===== src/rtl/accel_tilt_sequencer.sv =====
// accel_tilt_sequencer
// Takes one accelerometer sample and runs two jobs on the shared arctan CORDIC.
// The first job gives roll and the YZ magnitude. The second job gives pitch
// from -ax and the gain-corrected magnitude. Both angles are registered
// together for the attitude filter.
module accel_tilt_sequencer #(
    parameter int DW          = 16,
    parameter int TIMEOUT_CYC = 32
) (
    input  logic                 clk_i,
    input  logic                 rst_i,
    input  logic                 sample_valid_i,
    output logic                 sample_ready_o,
    input  logic signed [DW-1:0] acc_x_i,
    input  logic signed [DW-1:0] acc_y_i,
    input  logic signed [DW-1:0] acc_z_i,
    output logic                 cordic_req_o,
    output logic signed [15:0]   cordic_x_o,
    output logic signed [15:0]   cordic_y_o,
    input  logic                 cordic_ack_i,
    input  logic signed [31:0]   cordic_theta_i,
    input  logic        [15:0]   cordic_amp_i,
    output logic signed [31:0]   roll_o,
    output logic signed [31:0]   pitch_o,
    output logic                 angle_valid_o,
    output logic                 timeout_err_o
);

    typedef enum logic [2:0] {
        IDLE,
        ROLL_REQ,
        ROLL_WAIT,
        PITCH_REQ,
        PITCH_WAIT,
        DONE
    } state_e;

    localparam int NW = ((DW > 16) ? DW : 16) + 1;
    localparam int CW = $clog2(TIMEOUT_CYC + 1);
    localparam logic signed [NW-1:0] SatHi = NW'(32767);
    localparam logic signed [NW-1:0] SatLo = -NW'(32768);

    state_e                state_q;
    logic signed [DW-1:0]  accX_q;
    logic        [15:0]    mag_q;
    logic signed [31:0]    rollR_q;
    logic        [CW-1:0]  waitCnt_q;

    logic signed [DW-1:0]  pitchAxSrc;
    logic        [15:0]    pitchMagSrc;
    logic        [15:0]    magNext_d;
    logic signed [NW-1:0]  negAx_d;
    logic signed [15:0]    pitchX_d;
    logic signed [15:0]    pitchY_d;
    logic                  pitchSkip_d;
    logic                  yzZero;

    // Clamp a widened signed value into the 16-bit CORDIC operand range.
    function automatic logic signed [15:0] sat16(input logic signed [NW-1:0] v);
        if (v > SatHi) begin
            return 16'sh7FFF;
        end else if (v < SatLo) begin
            return 16'sh8000;
        end else begin
            return v[15:0];
        end
    endfunction

    assign sample_ready_o = (state_q == IDLE);
    assign yzZero         = (acc_y_i == '0) && (acc_z_i == '0);

    // Prepare the pitch-job operands for whichever path enters PITCH_REQ next.
    always_comb begin
        magNext_d = cordic_amp_i - (cordic_amp_i >> 5);
        if (state_q == IDLE) begin
            pitchAxSrc  = acc_x_i;
            pitchMagSrc = '0;
        end else begin
            pitchAxSrc  = accX_q;
            pitchMagSrc = magNext_d;
        end
        negAx_d     = -(NW'(pitchAxSrc));
        pitchX_d    = pitchMagSrc[15] ? 16'sh7FFF : $signed(pitchMagSrc);
        pitchY_d    = sat16(negAx_d);
        pitchSkip_d = (pitchMagSrc == '0) && (pitchAxSrc == '0);
    end

    // Sequencer FSM with registered request, operand, angle and strobe outputs.
    always_ff @(posedge clk_i) begin
        if (rst_i) begin
            state_q       <= IDLE;
            accX_q        <= '0;
            mag_q         <= '0;
            rollR_q       <= '0;
            waitCnt_q     <= '0;
            cordic_req_o  <= 1'b0;
            cordic_x_o    <= '0;
            cordic_y_o    <= '0;
            roll_o        <= '0;
            pitch_o       <= '0;
            angle_valid_o <= 1'b0;
            timeout_err_o <= 1'b0;
        end else begin
            cordic_req_o  <= 1'b0;
            angle_valid_o <= 1'b0;
            timeout_err_o <= 1'b0;
            case (state_q)
                IDLE: begin
                    if (sample_valid_i) begin
                        accX_q <= acc_x_i;
                        if (yzZero) begin
                            rollR_q      <= '0;
                            mag_q        <= '0;
                            state_q      <= PITCH_REQ;
                            cordic_req_o <= !pitchSkip_d;
                            if (!pitchSkip_d) begin
                                cordic_x_o <= pitchX_d;
                                cordic_y_o <= pitchY_d;
                            end
                        end else begin
                            state_q      <= ROLL_REQ;
                            cordic_req_o <= 1'b1;
                            cordic_x_o   <= sat16(NW'(acc_z_i));
                            cordic_y_o   <= sat16(NW'(acc_y_i));
                        end
                    end
                end
                ROLL_REQ: begin
                    waitCnt_q <= '0;
                    state_q   <= ROLL_WAIT;
                end
                ROLL_WAIT, PITCH_WAIT: begin
                    if (waitCnt_q == CW'(TIMEOUT_CYC)) begin
                        state_q <= IDLE;
                    end else if (cordic_ack_i) begin
                        if (state_q == ROLL_WAIT) begin
                            rollR_q      <= cordic_theta_i;
                            mag_q        <= magNext_d;
                            state_q      <= PITCH_REQ;
                            cordic_req_o <= !pitchSkip_d;
                            if (!pitchSkip_d) begin
                                cordic_x_o <= pitchX_d;
                                cordic_y_o <= pitchY_d;
                            end
                        end else begin
                            roll_o        <= rollR_q;
                            pitch_o       <= cordic_theta_i;
                            angle_valid_o <= 1'b1;
                            state_q       <= DONE;
                        end
                    end else begin
                        waitCnt_q <= waitCnt_q + 1'b1;
                        if (waitCnt_q == CW'(TIMEOUT_CYC - 1)) begin
                            timeout_err_o <= 1'b1;
                        end
                    end
                end
                PITCH_REQ: begin
                    if ((mag_q == '0) && (accX_q == '0)) begin
                        roll_o        <= rollR_q;
                        pitch_o       <= '0;
                        angle_valid_o <= 1'b1;
                        state_q       <= DONE;
                    end else begin
                        waitCnt_q <= '0;
                        state_q   <= PITCH_WAIT;
                    end
                end
                DONE: begin
                    state_q <= IDLE;
                end
                default: begin
                    state_q <= IDLE;
                end
            endcase
        end
    end

endmodule


===== config.mk =====
export PLATFORM = sky130hd
export DESIGN_NAME = accel_tilt_sequencer
export DESIGN_NICKNAME = d
export VERILOG_FILES = /design/src/rtl/accel_tilt_sequencer.sv
export SDC_FILE = /design/constraint.sdc
export NUM_CORES = 1
export LEC_CHECK = 0
export ABC_AREA = 1
export BUFFER_PORTS_ARGS = -buffer_cell sky130_fd_sc_hd__buf_2
export CAP_MARGIN = 5
export CORE_ASPECT_RATIO = 1.5
export CORE_MARGIN = 8
export CORE_UTILIZATION = 45
export DETAILED_ROUTE_END_ITERATION = 8
export HOLD_SLACK_MARGIN = 0.06
export PLACE_DENSITY = 0.68
export SETUP_SLACK_MARGIN = 0.3
export SYNTH_ARGS = -nofsm -noshare
export SYNTH_HDL_FRONTEND = slang
export SYNTH_SLANG_ARGS = --single-unit

===== constraint.sdc =====
create_clock -name clk_i -period 8.4 [get_ports clk_i]
set_input_delay 1.68 -clock clk_i [delete_from_list [all_inputs] [get_ports clk_i]]
set_output_delay 1.68 -clock clk_i [all_outputs]
set_load 0.02 [all_outputs]

Word-level counts from Yosys, hierarchy flattened
Cells that the tools add are included.

storage, ports and cells
  register bits = 172
  output and inout port bits = 100
  input bits = 100
  word-level logic and storage cells = 128

operators by class
  bitwise logic cells = 1
  $add $sub $neg = 3
  equality and inequality tests = 16
  mux-type cells = 68
  reductions and logical operators = 22
  $lt $le $gt $ge = 6

operators with widths
  kind                                                          count
  two-way mux 32 bit                                            13
  two-way mux 16 bit                                            25
  one-hot mux 32 bit (2 select lines)                           3
  logical NOT 16 bit                                            6
  one-hot mux 16 bit (2 select lines)                           3
  > comparator 16 bit, second input constant                    2
  less-than comparator 16 bit, second input constant            2
  two-way mux 6 bit                                             3
  one-hot mux 6 bit (3 select lines)                            1
  > comparator 17 x 16 -> 1 bit, second input constant          1
  less-than comparator 17 x 16 -> 1 bit, second input constant  1
  negation 16 -> 17 bit                                         1
  inequality test 2 bit, second input constant                  8
  subtractor 16 x 11 -> 16 bit                                  1
  two-way mux 15 bit                                            1
  two-way mux 3 bit                                             4
  one-hot mux 3 bit (4 select lines)                            1
  two-way mux 1 bit                                             11
  AND reduction 5 bit                                           2
  adder 6 x 1 -> 6 bit, second input constant                   1
  equality test 3 x 2 -> 1 bit, second input constant           2
  equality test 6 x 5 -> 1 bit, second input constant           1
  equality test 6 bit, second input constant                    1
  AND reduction 6 bit                                           1
  16 further kinds                                              21

Logic depth before layout (Yosys ltp)
  depth in word-level cells = 11
  depth in mapped cells = 22
  depth with buffers taken out = 21

Worst setup path before layout
No wires, ideal clock.

  path kind = input to register
  start = in cordic_amp_i[0]
  end = reg cordic_x_o[2]
  data arrival time = 3.891 ns
  stages = 21
  data required time = 8.331 ns
  path buffers = 1
  library setup time = 0.069 ns
  slack = 4.440 ns
  cells stage by stage = inv_1 > ha_1 > fa_1 > inv_1 > nand3_1 > nand2_1 > nand2_1 > nand2_1 > nand3_1 > nand2_1 > nand2_1 > nand3_1 > nand2_1 > nor2_1 > nand4_4 > clkinv_2 > buf_12 > nand2_2 > nand3b_1 > nand2_1 > a21oi_2

on the way
  longest elaborated chain between the ends = 9
  elaborated cells on any way between the ends = 12
  those cells by class = add/sub (1); mux (9); reduce/logical (2)

RTL lines
  item                                   RTL line  RTL
  from (decl)                            22        input logic [15:0] cordic_amp_i,
  subtractor 16 x 11 -> 16 bit *         74        magNext_d = cordic_amp_i - (cordic_amp_i >> 5);
  two-way mux 16 bit *                   75        if (state_q == IDLE) begin
  logical NOT 16 bit                     85        pitchSkip_d = (pitchMagSrc == '0) && (pitchAxSrc == '0);
  logical AND 1 bit                      85
  two-way mux 16 bit *                   116, 141
  two-way mux 16 bit                     136       if (state_q == ROLL_WAIT) begin
  two-way mux 16 bit                     135       end else if (cordic_ack_i) begin
  two-way mux 16 bit                     133       if (waitCnt_q == CW'(TIMEOUT_CYC)) begin
  one-hot mux 16 bit (2 select lines) *  107       case (state_q)
  to (signal assigned)                   117       cordic_x_o <= pitchX_d;
  to (signal assigned)                   123       cordic_x_o <= sat16(NW'(acc_z_i));
  to (signal assigned)                   142       cordic_x_o <= pitchX_d;
  to (decl)                              18        output logic signed [15:0] cordic_x_o,

Mark *: on every way between the ends. The rest lies on a longest branch, timed or not. The select of a mux whose other input is x is not followed.
A chain may end at the register's enable or synchronous reset.

Worst setup path after layout
  start = reg state_q[1]
  end = reg mag_q[15]

on the way
  longest elaborated chain between the ends = 4
  elaborated cells on any way between the ends = 12
  those cells by class = eq/ne (7); mux (1); reduce/logical (4)

RTL lines
  item                                                                                 RTL line  RTL
  from (decl)                                                                          43        state_e state_q;
  from (signal assigned)                                                               91        state_q <= IDLE;
  from (signal assigned)                                                               114       state_q <= PITCH_REQ;
  from (signal assigned)                                                               121       state_q <= ROLL_REQ;
  equality test 3 x 2 -> 1 bit / equality test 3 bit (equally long branches)           107, 136
  OR reduction 2 bit                                                                   107
  inequality test 2 bit (no source line) / nonzero test 2 bit (equally long branches)  -
  AND reduction 6 bit (no source line)                                                 -
  to (signal assigned)                                                                 138       mag_q <= magNext_d;
  to (decl)                                                                            45        logic [15:0] mag_q;

Parallel ways exist; a longest one is shown, timed or not.

==> impl_metrics.tcl <==
set metrics [dict create \
    status "complete, no violations" \
    dpl_cell_area_um2 10400 \
    yosys_warnings 0 \
    cts.sink_count 172 \
    period_minus_slack_ns 4.39 \
    dp_hpwl_mm 21.7 \
    dieArea_um2 25700 \
    final_util_pct 54.0 \
    yosysTopAreaCell "dfxtp_1" \
    multi_input_area_um2 4930 \
    ys_top_cells_by_area "dfxtp_1 (37%), nand2_1 (17%), a21oi_1 (7.2%)" \
    drive_gt1_share_pct 17.8 \
    synth_compound_area_share_pct 14.0 \
    setup_tns_ns 0 \
    synth-adder-area-share_pct 2.36 \
    maxCapViolations 0 \
    cts.clk_slew.worst_paths_ns 0.07 \
    hold_viol_final 0 \
    rows 64 \
    muxShareOfSynthArea_pct 0 \
    fp.dieH_um 192 \
    globalRouteOverflowTotal 0 \
    ant_nets 0 \
    synth_top_family_by_area "simple AND/OR/NAND/NOR gates" \
    viasPerCell 5.13 \
    maxSlewHeadroom_pct 30.2 \
    synth_flop_cell "dfxtp_1" \
    worstPathArrival_ns 4.75 \
    yosysUniqueCellTypes 42 \
    worst_slew_pin_slew_ns 1.04 \
    start_util_pct 45.8 \
    worstSkewPairLatency_ns 0.43 \
    syn_to_final_growth_pct 17.9 \
    synth_seq_cells 172 \
    syn_inst 1458 \
    p_leak_uw 0.00540 \
    grt_pass1_vias 9388 \
    drtIter0Drc 572 \
    synth-async-reset-ratio_pct 0 \
    avgSynthCellArea_um2 6.39 \
    rsz0062_at_grt "false" \
    fillers 2153 \
    critPathCaptureType "flip-flop" \
    synth_area_um2 9320 \
    setup_viol 0 \
    irDropWorstVdd_mv 0.222 \
    syn_nets 1575 \
    grt_max_degree 66 \
    portBuffers 199 \
    rr_endpoint "mag_q[15]$_SDFFE_PP0P_" \
    final_area_um2 11000 \
    finalClockSkew_ns 0.0107 \
    fin_nets 1730 \
    crit_fanout 49 \
    r2r_slack_ns 4.01 \
    drc_errors 0 \
    die_w_um 134 \
    yosysMostFrequentCell "nand2_1" \
    synth-simple-area-share_pct 35.8 \
    path_class "flip-flop to flip-flop" \
    cts_setup_buffers 0 \
    antenna_found_initial 0 \
    synth.yosys.seq_area_share_pct 36.9 \
    cts_tree "built" \
    routed_wl_mm 29.1 \
    vias 9688 \
    antenna_cells 0 \
    cp-endpoint "mag_q[15]$_SDFFE_PP0P_" \
    post_cts_resize_count 0 \
    synth_top_area_share_pct 36.9 \
    r2r_start "state_q[1]$_SDFFE_PP0P_" \
    worstSetupStartpointType "flip-flop" \
    r2r_cells 13 \
    holdBufCountCts 0 \
    groute.usage.overall_pct 22.4 \
    startpoint "state_q[1]$_SDFFE_PP0P_" \
    ys_top_cells_by_count "nand2_1 (429), dfxtp_1 (172), nor2_1 (169)" \
    dr.pass1.iters 7 \
    clockBufferDepth 2 \
    routabilityCongestion 0.922 \
    grt_pass1_wl_mm 46.8 \
    synthXorXnorAreaFrac_pct 0.564 \
    detail_route.wl_per_cell_um 15.4 \
    regArea_um2 3440 \
    maxSlewViolCount 0 \
    hp-start "pitch_o[21]$_SDFFE_PP0P_" \
    boundaryPins 200 \
    fmax_mhz 228 \
    pwr_density_cell_nw_per_um2 348 \
    core_um2 20300 \
    synth_edf_count 0 \
    hold_class "flip-flop to flip-flop" \
    cts_root_buf "clkbuf_16" \
    worstPathRequired_ns 8.76 \
    cts_max_level 4 \
    finalCritPeriodShare_pct 52.3 \
    numCtsBuffers 17 \
]
layer usage:
layer  share of wire [%]  wire (um)  GRT usage (%)
met2                  50      14700           39.8
met5                   0          0              0
met1                  41      12000           25.4
met4                 2.5        735           8.84
met3                 5.8       1680           5.32
stage by stage:
step / power, uW / hold WS, ns / std cells / setup slack [ns]
2_1_floorplan: 2500 / 0.440 / 1458 / 4.44
3_3_place_gp: 3010 / 0.446 / 1858 / 3.77
3_5_place_dp: 3020 / 0.450 / 1858 / 3.71
4_1_cts: 3830 / 0.460 / 1890 / 4.06
5_1_grt: 4130 / 0.478 / 1890 / 3.60
6_report: 3820 / 0.458 / 1890 / 4.01
cell usage in the layout, fill, tap and decap left out, drive strengths merged, types with 2 or more instances in the layout:
cell	synthesis	final
a211oi	2	2
a21oi	145	145
a31oi	2	2
buf	17	207
bufinv	0	2
clkbuf	54	21
clkinv	1	6
clkinvlp	0	2
dfxtp	172	172
ha	16	16
inv	164	166
nand2	447	447
nand3	76	76
nand3b	27	27
nand4	13	13
nor2	180	180
nor3	12	12
nor3b	2	2
nor4	17	17
o21ai	96	96
o21bai	2	2
or2	3	3
xor2	5	5
critical path: stages, from the launching register on:
cell	delay, ns
dfxtp_1	0.34
inv_2	0.35
nor3_1	0.20
nor2_4	0.79
nor2_1	0.18
nor2_1	0.21
nand3_1	0.09
buf_4	0.28
a21oi_2	0.17
buf_4	0.37
inv_2	0.45
nor2_4	0.51
nand3_1	0.15
a21oi_1	0.16
logic make-up (layout without fill, tap and decap cells):
logic type,Yosys count,after routing
flops,172,172
compound gates,249,249
xor+xnor,6,6
simple gates,778,778
buf+inv,236,404
fa+ha+maj,17,17
area by class of cell:
cell class | count | share of cell area, %
Sequential cell | 172 | 31.3
Inverter | 165 | 5.65
Clock buffer | 21 | 4.28
Multi-Input combinational cell | 1050 | 44.9
Tap cell | 264 | 3.01
Clock inverter | 11 | 1.21
Timing Repair Buffer | 207 | 9.63
where the power goes:
part / switching [uW] / total [uW] / internal [uW]
Combinational: 1360 / 1920 / 562
Sequential: 116 / 1090 / 974
Clock: 341 / 807 / 466
Total: 1820 / 3820 / 2000
sequential cells by signal (all words and copies together), names as in the netlist:
signal,flops
cordic_x_o,16
angle_valid_o,1
pitch_o,32
mag_q,16
roll_o,32
state_q,3
cordic_req_o,1
rollR_q,32
cordic_y_o,16
accX_q,16
timeout_err_o,1
waitCnt_q,6
worst min-delay path by stage:
stage                               end  slack (ns)  cells after the start
2_1_floorplan  rollR_q[12]$_SDFFE_PP0P_        0.44                      2
3_3_place_gp   pitch_o[24]$_SDFFE_PP0P_        0.45                      2
3_5_place_dp   pitch_o[19]$_SDFFE_PP0P_        0.45                      2
4_1_cts        pitch_o[19]$_SDFFE_PP0P_        0.46                      2
5_1_grt        rollR_q[23]$_SDFFE_PP0P_        0.48                      2
6_report       pitch_o[21]$_SDFFE_PP0P_        0.46                      2
Power figures use the tool's default switching activity.
